[config.mk]
export PLATFORM = sky130hd
export DESIGN_NAME = hier
export DESIGN_NICKNAME = d
export VERILOG_FILES = /design/src/rtl/hier_pkg.sv /design/src/rtl/full_adder.sv /design/src/rtl/hier.sv
export SDC_FILE = /design/constraint.sdc
export NUM_CORES = 1
export LEC_CHECK = 0
export CAP_MARGIN = 20
export CORE_MARGIN = 4
export CORE_UTILIZATION = 40
export DETAILED_ROUTE_END_ITERATION = 6
export PLACE_DENSITY = 0.77
export RECOVER_POWER = 100
export SYNTH_ARGS = -nofsm -noshare
export SYNTH_HDL_FRONTEND = slang
export SYNTH_SLANG_ARGS = --single-unit
[constraint.sdc]
create_clock -name clk -period 4.6 [get_ports clk]
set_input_delay 0.92 -clock clk [delete_from_list [all_inputs] [get_ports clk]]
set_output_delay 0.92 -clock clk [all_outputs]
set_load 0.05 [all_outputs]
[src/rtl/hier_pkg.sv]
// Shared defaults and constants for the folded-MSB hierarchical adder.
package hier_pkg;

    localparam int unsigned DEF_WIDTH = 2;
    localparam int unsigned DEF_CNT_W = 8;

    // Carry-event counter holds here instead of wrapping.
    localparam logic [DEF_CNT_W-1:0] CNT_SAT = '1;

endpackage

[src/rtl/full_adder.sv]
// One-bit full-adder cell used as the ripple stage of hier.
module full_adder (
    input  logic a,
    input  logic b,
    input  logic cin,
    output logic s,
    output logic co
);

    logic p;

    assign p  = a ^ b;
    assign s  = p ^ cin;
    assign co = (a & b) | (cin & p);

endmodule

[src/rtl/hier.sv]
// Ripple-carry adder whose MSB is folded with the carry-out, plus a registered
// copy of the result and a saturating count of carry-out cycles.
module hier
    import hier_pkg::*;
#(
    parameter int unsigned WIDTH = DEF_WIDTH,
    parameter int unsigned CNT_W = DEF_CNT_W
) (
    input  logic [WIDTH-1:0] a,
    input  logic [WIDTH-1:0] b,
    input  logic             cin,
    output logic [WIDTH-1:0] sum,
    input  logic             clk,
    input  logic             reset,
    output logic             cout,
    output logic [WIDTH-1:0] sum_q,
    output logic             cout_q,
    output logic [CNT_W-1:0] carry_cnt
);

    localparam logic [CNT_W-1:0] CntSat = '1;

    logic [WIDTH:0]   carry;
    logic [WIDTH-1:0] s_raw;
    logic [CNT_W-1:0] carry_cnt_q;
    logic [CNT_W-1:0] carry_cnt_d;

    assign carry[0] = cin;

    for (genvar i = 0; i < WIDTH; i++) begin : g_bit
        full_adder u_fa (
            .a   (a[i]),
            .b   (b[i]),
            .cin (carry[i]),
            .s   (s_raw[i]),
            .co  (carry[i+1])
        );
    end

    // Top bit carries the overflow information instead of discarding it.
    assign sum  = {s_raw[WIDTH-1] ^ carry[WIDTH], s_raw[WIDTH-2:0]};
    assign cout = carry[WIDTH];

    always_comb begin
        carry_cnt_d = carry_cnt_q;
        if (cout && (carry_cnt_q != CntSat)) begin
            carry_cnt_d = carry_cnt_q + CNT_W'(1);
        end
    end

    always_ff @(posedge clk or posedge reset) begin
        if (reset) begin
            sum_q       <= '0;
            cout_q      <= 1'b0;
            carry_cnt_q <= '0;
        end else begin
            sum_q       <= sum;
            cout_q      <= cout;
            carry_cnt_q <= carry_cnt_d;
        end
    end

    assign carry_cnt = carry_cnt_q;

endmodule

==> flow_summary_export.csv, run 1 <==
group,metric,value,unit
final_layout,final_cell_mix,"dlygate4sd3_1, dfrtp_1, a21oi_1",
clocking,cts_made_buffers,3,
clocking,post_cts.repair.setup_buffers,0,
final_layout,final_common_cell,"dlygate4sd3_1",
worst_setup_path,cp_max_fo,10,
placement,io_buffers,20,
sta,tightestPinTransition,0.6022,ns
worst_setup_path,crit_type,"primary input to output port",
sta,finalSetupTns,0,ns
die,start_util,0.4240,
die,die_y,45.14,um
min_path,whs_endpoint,"carry_cnt[0]",
synthesis,netlist_instances,45,
synthesis,syn-cell-area,551.8,um^2
worst_setup_path,r2r_start,"carry_cnt[0]",
detailed_routing,drt_wl_total,1175,um
clocking,cts_hold_buf,0,
global_route,gr-usage-all-layers,0.1363,
synthesis,synth_top_area_share,0.4989,
power,p_leak,0.3422,nW
worst_setup_path,cp_top_family,"buffers and inverters",
final_layout,num-nets-final,78,
clocking,insertion_delay,0.27,ns
worst_setup_path,worstPathCellList,"dlygate4sd3_1, fa_1, fa_1, dlygate4sd3_1",
global_route,overflow,0,
worst_setup_path,end_kind,"output port",
detailed_routing,first_pass_iters,4,
worst_setup_path,timing.critical_path.from,"a[0]",
clocking,root_buffer,"clkbuf_4",
worst_setup_path,reg2reg_to,"carry_cnt[1]",
clocking,clk_pin_slew_worst_paths,0.07,ns
synthesis,ys_seq_area_frac,0.4989,
run_status,status,"finished clean",
worst_setup_path,crit_arrival,3.27,ns
synthesis,synth_nets,55,
sta,finalCritPeriodShare,0.9102,
die,fp.coreArea,0.001301,mm^2
global_route,grt_max_degree,12,
sta,layout_min_cycle_time,4.187,ns
clocking,cts.sinks,11,
detailed_routing,ant_nets,0,
clocking,cts.htree.levels,1,
detailed_routing,wire_per_inst,14.33,um
final_layout,postLayoutCoreUtil,0.5933,
synthesis,ys_types,22,
sta,finClkSkew,0.002829,ns
global_route,first_global_vias,455,
final_layout,syn2layout_area_growth,39.91,%
clocking,cts_tree,"built",
sta,hold_viol,0,
power,powerDensity,694.6,mW/mm^2
detailed_routing,drc,0,
die,ios,21,
die,fp.dieW,45.14,um
final_layout,instances_no_fill,82,
synthesis,netlist.top_cell.by_area,"dfrtp_1",
detailed_routing,viasPerCell,5.659,
sta,setup_viol,0,
final_layout,num_antenna_cells,0,
min_path,hp-class,"register to register",
synthesis,avgSynthCellArea,12.26,um^2
worst_setup_path,ff2ff_path_depth,4,
global_route,grt_pass1_wl,2007,um
global_route,antenna_found_initial,0,
min_path,holdPathStages,1,
sta,relSlewSlack,0.6003,
worst_setup_path,critical_path_buf_inv_count,2,
placement,gp_congestion,0.7382,
detailed_routing,first_iter_violations,9,
final_layout,layout-drive-gt1-share,0.1493,
worst_setup_path,slowest_stage,"dlygate4sd3_1",
synthesis,yosys_warnings,0,
die,die_area,0.002038,mm^2
die,rows,13,
synthesis,yosys-top-cells-area,"dfrtp_1, fa_1, a21oi_1, and3_2, a31oi_1",
sta,rsz0062_at_grt,"false",
synthesis,ys_seq_elements,11,
worst_setup_path,max_stage_delay,0.82,ns
worst_setup_path,rrSetupSlack,2.97,ns
detailed_routing,vias,464,
placement,dp_cells,78,
clocking,cts.repair.resized,0,
clocking,cts-root-to-sink-buffers,2,
flow_run,cap_violations,0,
worst_setup_path,start_kind,"primary input",
min_path,hp-start,"carry_cnt[0]",
placement,dpl.hpwl,900,um
power,vdd.ir_drop.worst,382.7,uV
sta,fmax,0.2388,GHz
worst_setup_path,worstPathRequired,3.68,ns
sta,slew_violations,0,
## worst register-to-register path, stage by stage (launching register included)
cell     delay (ns)
dfrtp_1        0.42
ha_1           0.27
and4_4         0.23
a41o_2         0.29
mux2_1         0.31
## cell families (layout without fill, tap and decap cells)
family | Yosys count | count (layout) | synth area share
compound gates | 10 | 10 | 0.1156
xor+xnor | 2 | 2 | 0.03175
fa+ha+maj | 3 | 3 | 0.09524
buf+inv | 4 | 26 | 0.04081
flops | 11 | 11 | 0.4989
mux | 3 | 3 | 0.06575
simple gates | 12 | 12 | 0.1519
## where the power goes
| group | switching [W] | leakage [nW] | total (W) | internal [W] |
|---|---|---|---|---|
| clock | 0.0000317 | 0.0150 | 0.0000654 | 0.0000336 |
| sequential | 0.0000497 | 0.132 | 0.000181 | 0.000132 |
| combinational | 0.000195 | 0.195 | 0.000290 | 0.0000948 |
## state kept, by name (all words and copies together), names as in the netlist
name / flops
carry_cnt: 8
cout_q: 1
sum_q: 2
## synthesized netlist by cell type
cell and n:
nor2b_1 1, fa_1 2, a41oi_1 1, nand2_1 1, xor2_1 1, inv_1 2, a21oi_1 5, a41o_2 1
xnor2_1 1, dfrtp_1 11, and4_2 1, nand4_1 3, nand3_1 1, and4_4 1, mux2i_1 1, and3_2 3
mux2_2 1, mux2_4 1, and3_1 1, buf_4 2, ha_1 1, a31oi_1 3
## worst max-delay path by stage
stage	cells past startpoint	slack, ns	to
floorplan	4	0.68	sum[1]
global placement	4	0.62	cout
detailed placement	4	0.60	cout
CTS	4	0.60	cout
global route	4	0.33	cout
finish	4	0.41	cout
## final cells by class
| type | count | area, um^2 |
|---|---|---|
| Clock buffer | 4 | 26.28 |
| Tap cell | 15 | 18.77 |
| Inverter | 2 | 7.507 |
| Multi-Input combinational cell | 30 | 250.2 |
| Timing Repair Buffer | 20 | 193.9 |
| Sequential cell | 11 | 275.3 |
| Fill cell | 121 | 529.3 |
## layer usage
metal | global-route usage | vias up | wire length (um)
li1 | - | 216 | -
met5 | 0 | - | 0
met2 | 0.2203 | 23 | 597
met3 | 0.02789 | 0 | 99
met4 | 0.05263 | 0 | 0
met1 | 0.1775 | 225 | 479
## stage by stage
step | total power [W] | hold WS, ns | worst slack [ns] | cell area (um^2)
floorplan | 0.0003929 | 0.7724 | 0.6751 | 551.8
global placement | 0.0004907 | 0.5190 | 0.6194 | 753.2
detailed placement | 0.0004955 | 0.5149 | 0.6045 | 753.2
CTS | 0.0005611 | 0.5283 | 0.5991 | 779.5
global route | 0.0005706 | 0.5660 | 0.3280 | 772.0
finish | 0.0005363 | 0.5198 | 0.4131 | 772.0
Power figures use the tool's default switching activity.
==> run 2, diff against run 1 <==
CORE_MARGIN = unset   (was 4)
==> run 2 against run 1 <==
Against the previous run: register-to-register slack about the same; sequential share of layout area decreased by 0.46 points; flip-flop and latch count unchanged; clock skew decreased by 0.0016 ns; fmax decreased by 3.6%; combinational power about the same; design area increased by 1.3%; die area decreased by 25%; critical endpoint is now sum[1]; largest cell class unchanged.
==> flow_summary_export.csv, run 2 (synthesized netlist as in run 1, its figures left out) <==
group,metric,value,unit
run_status,status,"finished clean",
placement,gp_congestion,0.7498,
clocking,root_buffer,"clkbuf_4",
die,rows,13,
final_layout,largest_reg_flops,8,
die,ios,21,
detailed_routing,drt_wl_total,1071,um
die,die_y,39.14,um
detailed_routing,first_pass_iters,4,
sta,layout_min_cycle_time,4.345,ns
die,fp.dieW,39.14,um
sta,relSlewSlack,0.6628,
flow_run,cap_violations,0,
global_route,first_global_vias,428,
clocking,cts.sinks,11,
clocking,cts.repair.resized,0,
sta,timing.final.ws_setup,0.2548,ns
global_route,overflow,0,
clocking,cts_tree,"built",
sta,finalCritPeriodShare,0.9446,
power,powerDensity,689.5,mW/mm^2
sta,fmax,0.2301,GHz
sta,slew_violations,0,
final_layout,num_antenna_cells,0,
clocking,cts_hold_buf,0,
sta,finClkSkew,0.001260,ns
sta,hold_viol,0,
worst_setup_path,start_kind,"primary input",
power,vdd.ir_drop.worst,375.3,uV
clocking,cts-root-to-sink-buffers,2,
global_route,antenna_found_initial,0,
worst_setup_path,worstPathRequired,3.68,ns
clocking,post_cts.repair.setup_buffers,0,
global_route,grt_max_degree,12,
detailed_routing,wire_per_inst,12.90,um
die,die_area,0.001532,mm^2
final_layout,fillers,113,
min_path,hp-class,"register to register",
clocking,insertion_delay,0.27,ns
detailed_routing,first_iter_violations,7,
detailed_routing,viasPerCell,5.518,
final_layout,layout-drive-gt1-share,0.1471,
global_route,gr-usage-all-layers,0.1976,
clocking,cts_made_buffers,3,
clocking,clk_pin_slew_worst_paths,0.07,ns
detailed_routing,drc,0,
final_layout,final_common_cell,"dlygate4sd3_1",
worst_setup_path,crit_arrival,3.43,ns
placement,io_buffers,20,
sta,finalSetupTns,0,ns
worst_setup_path,end_kind,"output port",
die,fp.coreArea,0.001285,mm^2
detailed_routing,ant_nets,0,
worst_setup_path,cp_max_fo,2,
final_layout,num-nets-final,79,
power,p_leak,0.3461,nW
clocking,cts.htree.levels,1,
worst_setup_path,crit_type,"primary input to output port",
placement,pre_cts_ws,0.3751,ns
die,start_util,0.4294,
sta,rsz0062_at_grt,"false",
final_layout,final_cell_mix,"dlygate4sd3_1, dfrtp_1, a21oi_1, clkdlybuf4s50_1",
sta,tightestPinTransition,0.5041,ns
final_layout,syn2layout_area_growth,41.72,%
detailed_routing,vias,458,
placement,dpl.hpwl,795,um
global_route,grt_pass1_wl,1959,um
sta,setup_viol,0,
## run 2: cell count changes in the layout (fill, tap and decap cells not counted), sizes merged
cell / change
clkdlybuf4s50: +1
## run 2: layout make-up
class	count	area [um^2]	area share
clock buffers	4	26.28	0.03360
inverters	2	7.507	0.009600
multi-input cells	30	250.2	0.3200
flip-flops and latches	11	275.3	0.3520
well taps	15	18.77	0.02400
repair buffers	21	203.9	0.2608
## run 2: path summary, 6_finish.rpt
check,to,startpoint,slack [ns],depth (start not counted)
max,sum[1],a[0],0.25,5
min,carry_cnt[0],carry_cnt[0],0.53,1
max reg2reg,carry_cnt[1],carry_cnt[0],2.97,4
min reg2reg,carry_cnt[0],carry_cnt[0],0.53,1
max in group asynchronous,carry_cnt[7],reset,3.25,2
min in group asynchronous,sum_q[0],reset,1.07,2
## run 2: power by group
| group | leakage [nW] | internal [W] | switching [W] | total, W |
|---|---|---|---|---|
| clock network | 0.0150 | 0.0000336 | 0.0000342 | 0.0000678 |
| registers | 0.132 | 0.000131 | 0.0000494 | 0.000181 |
| logic | 0.199 | 0.0000978 | 0.000193 | 0.000291 |
## run 2: metal layers
metal  vias to the layer above  track usage  share of wire
met5                         -            0              0
met4                         0       0.1034          0.011
met2                        18       0.2917           0.50
met3                         2      0.06936          0.057
li1                        212            -              -
met1                       226       0.2500           0.43
## run 2: critical path, stage by stage
cell	delay (ns)
dlygate4sd3_1	0.56
fa_1	0.44
fa_1	0.50
xor2_1	0.17
clkdlybuf4s50_1	0.83
## run 2: metrics by stage
step / hold slack (ns) / total power (W) / cells / utilization / instance area, um^2
final: 0.5299 / 0.0005392 / 83 / 0.6086 / 782.0
after floorplan: 0.7724 / 0.0003929 / 45 / - / 551.8
after global routing: 0.5513 / 0.0005748 / 83 / 0.6086 / 782.0
after CTS: 0.5416 / 0.0005646 / 83 / 0.6144 / 789.5
after detailed placement: 0.5294 / 0.0004962 / 79 / 0.5940 / 763.2
after global placement: 0.5242 / 0.0004930 / 79 / 0.5940 / 763.2
